`src/rtl/mult_pkg.sv`:
```
// Shared widths, state codes and saturation limits for mult_8bit / div_8bit.
// Also provides two's-complement magnitude helpers.
package mult_pkg;

  localparam int OP_W   = 8;
  localparam int PROD_W = 16;

  localparam logic [1:0] ST_IDLE = 2'd0;
  localparam logic [1:0] ST_CALC = 2'd1;
  localparam logic [1:0] ST_FIX  = 2'd2;

  typedef enum logic [1:0] {
    IDLE = ST_IDLE,
    CALC = ST_CALC,
    FIX  = ST_FIX
  } state_e;

  localparam logic [OP_W-1:0] Q_MAX = 8'h7F;
  localparam logic [OP_W-1:0] Q_MIN = 8'h80;

  // |-32768| = 32768 and |-128| = 128 still fit as unsigned.
  function automatic logic [PROD_W-1:0] mag16(
    input logic [PROD_W-1:0] v
  );
    return v[PROD_W-1] ? PROD_W'(-v) : v;
  endfunction

  function automatic logic [OP_W-1:0] mag8(
    input logic [OP_W-1:0] v
  );
    return v[OP_W-1] ? OP_W'(-v) : v;
  endfunction

endpackage

```
`src/rtl/div_8bit_if.sv`:
```
// init/busy handshake bundle of the signed divider.
// master drives operands, slave returns results.
interface div_8bit_if;
  import mult_pkg::*;

  logic              init;
  logic [PROD_W-1:0] a;
  logic [OP_W-1:0]   b;
  logic [OP_W-1:0]   q;
  logic [OP_W-1:0]   r;
  logic              busy;
  logic              done;
  logic              ovf;
  logic              dbz;

  modport master (
    output init, a, b,
    input  q, r, busy, done, ovf, dbz
  );

  modport slave (
    input  init, a, b,
    output q, r, busy, done, ovf, dbz
  );

endinterface

```
`src/rtl/div_step.sv`:
```
// One combinational restoring-division step on magnitudes.
// Shifts bit_in into rem and subtracts mag_b when it fits.
module div_step
  import mult_pkg::*;
(
  input  logic [OP_W:0]   rem,
  input  logic            bit_in,
  input  logic [OP_W-1:0] mag_b,
  output logic [OP_W:0]   next_rem,
  output logic            q_bit
);

  logic [OP_W+1:0] trial;
  logic [OP_W+1:0] diff;

  always_comb begin
    trial    = {rem, bit_in};
    diff     = trial - {2'b00, mag_b};
    q_bit    = (trial >= {2'b00, mag_b});
    next_rem = q_bit ? diff[OP_W:0] : trial[OP_W:0];
  end

endmodule

```
`src/rtl/div_8bit.sv`:
```
// Sequential signed 16/8 divider, restoring radix-2 on magnitudes.
// Define SATURATE_EN to clamp q on overflow and divide-by-zero.
module div_8bit
  import mult_pkg::*;
(
  input  logic     clk,
  input  logic     reset,
  div_8bit_if.slave bus
);

  state_e            state_q, state_d;
  logic [3:0]        cnt_q, cnt_d;
  logic              zero_q, zero_d;
  logic              qneg_q, qneg_d;
  logic              rneg_q, rneg_d;
  logic [PROD_W-1:0] quo_q, quo_d;
  logic [OP_W-1:0]   magb_q, magb_d;
  logic [OP_W:0]     rem_q, rem_d;
  logic [OP_W-1:0]   alo_q, alo_d;
  logic [OP_W-1:0]   q_q, q_d;
  logic [OP_W-1:0]   r_q, r_d;
  logic              busy_q, busy_d;
  logic              done_q, done_d;
  logic              ovf_q, ovf_d;
  logic              dbz_q, dbz_d;

  logic [OP_W:0]     step_rem;
  logic              step_bit;
  logic [PROD_W-1:0] sq;
  logic [OP_W-1:0]   sr;
  logic [8:0]        sq_top;
  logic              fix_ovf;

  // quo_q doubles as dividend shifter and quotient collector
  div_step u_step (
    .rem      (rem_q),
    .bit_in   (quo_q[PROD_W-1]),
    .mag_b    (magb_q),
    .next_rem (step_rem),
    .q_bit    (step_bit)
  );

  always_comb begin
    state_d = state_q;
    cnt_d   = cnt_q;
    zero_d  = zero_q;
    qneg_d  = qneg_q;
    rneg_d  = rneg_q;
    quo_d   = quo_q;
    magb_d  = magb_q;
    rem_d   = rem_q;
    alo_d   = alo_q;
    q_d     = q_q;
    r_d     = r_q;
    busy_d  = busy_q;
    done_d  = 1'b0;
    ovf_d   = ovf_q;
    dbz_d   = dbz_q;

    sq      = qneg_q ? PROD_W'(-quo_q) : quo_q;
    sr      = rneg_q ? OP_W'(-rem_q[OP_W-1:0])
                     : rem_q[OP_W-1:0];
    sq_top  = sq[PROD_W-1:OP_W-1];
    fix_ovf = zero_q | ~((&sq_top) | ~(|sq_top));

    unique case (state_q)
      IDLE: begin
        if (bus.init) begin
          qneg_d  = bus.a[PROD_W-1] ^ bus.b[OP_W-1];
          rneg_d  = bus.a[PROD_W-1];
          quo_d   = mag16(bus.a);
          magb_d  = mag8(bus.b);
          alo_d   = bus.a[OP_W-1:0];
          rem_d   = '0;
          cnt_d   = '0;
          zero_d  = (bus.b == '0);
          busy_d  = 1'b1;
          state_d = CALC;
        end
      end
      CALC: begin
        // zero divisor passes through once, giving a 2-edge latency
        if (zero_q) begin
          state_d = FIX;
        end else begin
          rem_d = step_rem;
          quo_d = {quo_q[PROD_W-2:0], step_bit};
          cnt_d = 4'(cnt_q + 4'd1);
          if (cnt_q == 4'd15) state_d = FIX;
        end
      end
      FIX: begin
        ovf_d   = fix_ovf;
        dbz_d   = zero_q;
`ifdef SATURATE_EN
        if (zero_q) begin
          q_d = rneg_q ? Q_MIN : Q_MAX;
          r_d = alo_q;
        end else if (fix_ovf) begin
          q_d = qneg_q ? Q_MIN : Q_MAX;
          r_d = sr;
        end else begin
          q_d = sq[OP_W-1:0];
          r_d = sr;
        end
`else
        if (zero_q) begin
          q_d = 8'hFF;
          r_d = alo_q;
        end else begin
          q_d = sq[OP_W-1:0];
          r_d = sr;
        end
`endif
        done_d  = 1'b1;
        busy_d  = 1'b0;
        state_d = IDLE;
      end
      default: state_d = IDLE;
    endcase
  end

  always_ff @(posedge clk or posedge reset) begin
    if (reset) begin
      state_q <= IDLE;
      cnt_q   <= '0;
      zero_q  <= 1'b0;
      qneg_q  <= 1'b0;
      rneg_q  <= 1'b0;
      quo_q   <= '0;
      magb_q  <= '0;
      rem_q   <= '0;
      alo_q   <= '0;
      q_q     <= '0;
      r_q     <= '0;
      busy_q  <= 1'b0;
      done_q  <= 1'b0;
      ovf_q   <= 1'b0;
      dbz_q   <= 1'b0;
    end else begin
      state_q <= state_d;
      cnt_q   <= cnt_d;
      zero_q  <= zero_d;
      qneg_q  <= qneg_d;
      rneg_q  <= rneg_d;
      quo_q   <= quo_d;
      magb_q  <= magb_d;
      rem_q   <= rem_d;
      alo_q   <= alo_d;
      q_q     <= q_d;
      r_q     <= r_d;
      busy_q  <= busy_d;
      done_q  <= done_d;
      ovf_q   <= ovf_d;
      dbz_q   <= dbz_d;
    end
  end

  assign bus.q    = q_q;
  assign bus.r    = r_q;
  assign bus.busy = busy_q;
  assign bus.done = done_q;
  assign bus.ovf  = ovf_q;
  assign bus.dbz  = dbz_q;

endmodule

```
`src/flat_wrapper.sv`:
```
// flat-port wrapper written by rule: the top's interface ports become plain ports
module div_8bit_flat import mult_pkg::*;
  (clk, reset, bus_init, bus_a, bus_b, bus_q, bus_r, bus_busy, bus_done, bus_ovf, bus_dbz);
  div_8bit_if bus_i ();
  input  logic clk;
  input  logic reset;
  input wire logic [$bits(bus_i.init)-1:0] bus_init;
  input wire logic [$bits(bus_i.a)-1:0] bus_a;
  input wire logic [$bits(bus_i.b)-1:0] bus_b;
  output wire logic [$bits(bus_i.q)-1:0] bus_q;
  output wire logic [$bits(bus_i.r)-1:0] bus_r;
  output wire logic [$bits(bus_i.busy)-1:0] bus_busy;
  output wire logic [$bits(bus_i.done)-1:0] bus_done;
  output wire logic [$bits(bus_i.ovf)-1:0] bus_ovf;
  output wire logic [$bits(bus_i.dbz)-1:0] bus_dbz;
  assign bus_i.init = bus_init;
  assign bus_i.a = bus_a;
  assign bus_i.b = bus_b;
  assign bus_q = bus_i.q;
  assign bus_r = bus_i.r;
  assign bus_busy = bus_i.busy;
  assign bus_done = bus_i.done;
  assign bus_ovf = bus_i.ovf;
  assign bus_dbz = bus_i.dbz;
  div_8bit u_core (.clk(clk), .reset(reset), .bus(bus_i));
endmodule
```
`config.mk`:
```
export PLATFORM = sky130hd
export DESIGN_NAME = div_8bit_flat
export DESIGN_NICKNAME = d
export VERILOG_FILES = /design/src/rtl/mult_pkg.sv /design/src/rtl/div_8bit_if.sv /design/src/rtl/div_step.sv /design/src/rtl/div_8bit.sv /design/src/flat_wrapper.sv
export SDC_FILE = /design/constraint.sdc
export NUM_CORES = 1
export LEC_CHECK = 0
export CAP_MARGIN = 5
export CORE_MARGIN = 2
export CORE_UTILIZATION = 55
export DETAILED_ROUTE_END_ITERATION = 8
export GPL_TIMING_DRIVEN = 0
export PLACE_DENSITY = 0.78
export SYNTH_ARGS = -nofsm -noshare
export SYNTH_HDL_FRONTEND = slang
export SYNTH_HIERARCHICAL = 1
export SYNTH_SLANG_ARGS = --single-unit
```
`constraint.sdc`:
```
create_clock -name clk -period 2.65 [get_ports clk]
set_input_delay 0.53 -clock clk [delete_from_list [all_inputs] [get_ports clk]]
set_output_delay 0.53 -clock clk [all_outputs]
set_load 0.03 [all_outputs]
```
==> impl_metrics.toml <==
[placement]
hpwl_um = 8736
place_area_sq_mm = 0.005129
gp_congestion = 0.8973
dp_cells = 690
port_buffers = 44

[outcome]
status = "finished clean"

[clock_tree]
clk_pin_slew_worst_paths_ns = 0.09
cts.path.max_buffers = 2
cts.htree.levels = 3
cts.hold.buffers_added = 0
cts_buffers = 9
clock_latency_ns = 0.35
clockRootBuffer = "clkbuf_8"
cts_sinks = 70
cts_tree = "yes"

[floorplan]
core_region_area_sq_mm = 0.008134
die_h_um = 95
start_util_pct = 55.99
num_rows = 33
die_x_um = 95
die-area_sq_mm = 0.009025
ios = 47

[flow_run]
maxCapViolations = 0

[timing]
hold_viol_final = 0
slew_headroom_pct = 43.62
fin_crit_ns = 2.547
slew_violations = 0
fin_worst_skew_ns = 0.01177
finalSetupViolations = 0
finalCritPeriodShare_pct = 96.11
worst_pin_slew_ns = 0.8457
fmax_ghz = 0.3926

[finish]
design_area_sq_mm = 0.005334
final_core_util_pct = 65.57
drive_above_1_share_pct = 7.475
area_growth_pct = 17.12
final_cell_mix = "nand2_1, dfrtp_1, o21ai_0"
final_nets = 638
final_cells = 707
num_antenna_cells = 0
mostFrequentLayoutCell = "nand2_1"

[power_and_ir_drop]
powerDensity_mw_per_mm2 = 1297
leakage_nw = 2.163
ir_drop_mv = 0.7079

[global_routing]
overflow = 0
grt_start_max_net_pins = 71
grtUsageTotal_pct = 27.66
grt_pass1_vias = 3998
antenna_found_initial = 0
grt_pass1_wl_um = 19260

[critical_path]
worstReg2RegEnd = "u_core/bus.ovf"
cp-start-kind = "flop"
cp.arrival_ns = 2.78
crit_path_max_fanout = 7
cp_slowest_stage_delay_ns = 0.48
required_ns = 2.88
r2r_cells = 9
timing.rr.start = "u_core/quo_q[0]"
worst-setup-path-type = "reg2reg"
cpMaxStageDelayCell = "dfrtp_2"
crit_chain = "inv_2 -> ha_2 -> or3b_1 -> buf_2 -> o31a_1 -> o32a_1 -> a21o_1 -> a2111oi_4 -> nor3_2"
setup.worst_path.end_class = "flop"
rrSetupSlack_ns = 0.10

[synth]
synthTopCellsByArea = "dfrtp_1, nand2_1, o21ai_0, a21oi_1, nor2_1"
yosysWarnings = 6
syn_area_sq_mm = 0.004554
synth.top_cell.area_share_pct = 38.46
syn_nets = 582
synthDistinctLibCells = 59
yosys.area.top_type = "dfrtp_1"
ys_seq_elements = 70
ys_seq_area_share_pct = 38.46
async_reset_ff_share_pct = 100.0
avgSynthCellArea_sq_um = 8.418
synth_edf_count = 0
syn_inst = 541
ys.flop_type = "dfrtp_1"

[route]
routed_wl_um = 11780
wl_per_cell_um = 16.66
firstDrtPassIters = 5
ant_nets = 0
routed_via_density = 5.975
first_iter_violations = 319
drc = 0
vias = 4224

[worst_hold_path]
hold_depth = 2
min_to = "u_core/bus.r[6]"
min-delay-start = "u_core/bus.r[6]"
hp-class = "reg2reg"
[Yosys cell counts, types with 8 or more instances]
| cell type | instances |
|---|---|
| xor2_1 | 19 |
| nor4_1 | 10 |
| a22o_1 | 9 |
| clkbuf_1 | 24 |
| a21oi_1 | 39 |
| nand2b_1 | 8 |
| dfrtp_1 | 70 |
| o21ai_0 | 53 |
| nand2_1 | 73 |
| ha_1 | 13 |
| xnor2_1 | 16 |
| inv_1 | 28 |
| nor2_1 | 52 |
| o31ai_1 | 9 |
[worst max-delay path by stage]
stage                      from               end  slack (ns)  cells after the start
4_1_cts        u_core/quo_q[15]   u_core/rem_q[1]        0.04                     10
2_1_floorplan   u_core/quo_q[0]    u_core/bus.ovf        0.33                      9
6_report        u_core/quo_q[0]    u_core/bus.ovf        0.10                      9
3_5_place_dp           bus_init  u_core/quo_q[15]       -0.17                      6
3_3_place_gp              reset   u_core/cnt_q[1]       -0.74                      2
5_1_grt         u_core/quo_q[0]    u_core/bus.ovf     -0.0007                      9
[cell families (layout without fill, tap and decap cells)]
logic type               Yosys count  count (layout)  share of synthesized area (%)
AND/OR/NAND/NOR                  194             194                          20.85
AO/OA/AOI/OAI                    157             157                          22.03
flip-flops                        70              70                          38.46
buffers and inverters             61             122                          5.632
XOR/XNOR                          35              35                          6.731
adder cells (fa/ha/maj)           14              14                          4.011
multiplexers                      10              10                          2.280
[metrics by stage]
stage	setup WS, ns	TNS (ns)	hold slack [ns]	total power [mW]
final	0.1031	0	0.4856	6.918
after global placement	-0.7354	-51.38	0.4631	5.861
after CTS	0.04494	0	0.4900	6.855
after global routing	-0.0006688	-0.0006688	0.5058	7.510
after detailed placement	-0.1727	-1.139	0.4690	6.011
after floorplan	0.3330	0	0.4450	4.916
[metal layers]
layer | GRT usage (%) | vias up | part of all wire (%)
li1 | - | 2041 | -
met3 | 5.347 | 9 | 7.7
met2 | 44.98 | 162 | 48
met1 | 38.12 | 2012 | 43
met4 | 7.126 | 0 | 0.99
met5 | 0 | - | 0
[final cells by class]
type                            count  area [sq um]
Timing Repair Buffer               45         447.9
Multi-Input combinational cell    410          2554
Buffer                             33         151.4
Inverter                           28         107.6
Clock inverter                      7         62.56
Fill cell                         721          2800
Clock buffer                        9         123.9
Tap cell                          105         131.4
Sequential cell                    70          1755
[power by group]
part / switching [mW] / internal (mW)
Sequential: 0.474 / 1.58
Combinational: 2.35 / 1.69
Clock: 0.461 / 0.359
[sequential cells by signal, indices dropped and copies added, names as in the netlist]
signal,cells
u_core/rem_q,9
u_core/qneg_q,1
u_core/bus.done,1
u_core/bus.ovf,1
u_core/alo_q,8
u_core/quo_q,16
u_core/bus.busy,1
u_core/bus.r,8
u_core/magb_q,8
u_core/bus.dbz,1
u_core/zero_q,1
u_core/bus.q,8
u_core/rneg_q,1
u_core/cnt_q,4
u_core/state_q,2
[critical path: cells and delay by family, from the launching register on]
family	cells	cell delay, ns
buffers and inverters	2	0.29
DFF	1	0.48
adders and majority gates	1	0.20
and+or+nand+nor	2	0.42
AOI/OAI and AO/OA	4	1.03
[what timing repair did]
item                                    4_1_cts  5_1_grt
endpoints found under the setup margin        0       11
buffers inserted                              0        1
resized for setup                             0        7
(Power assumes the default switching activity.)
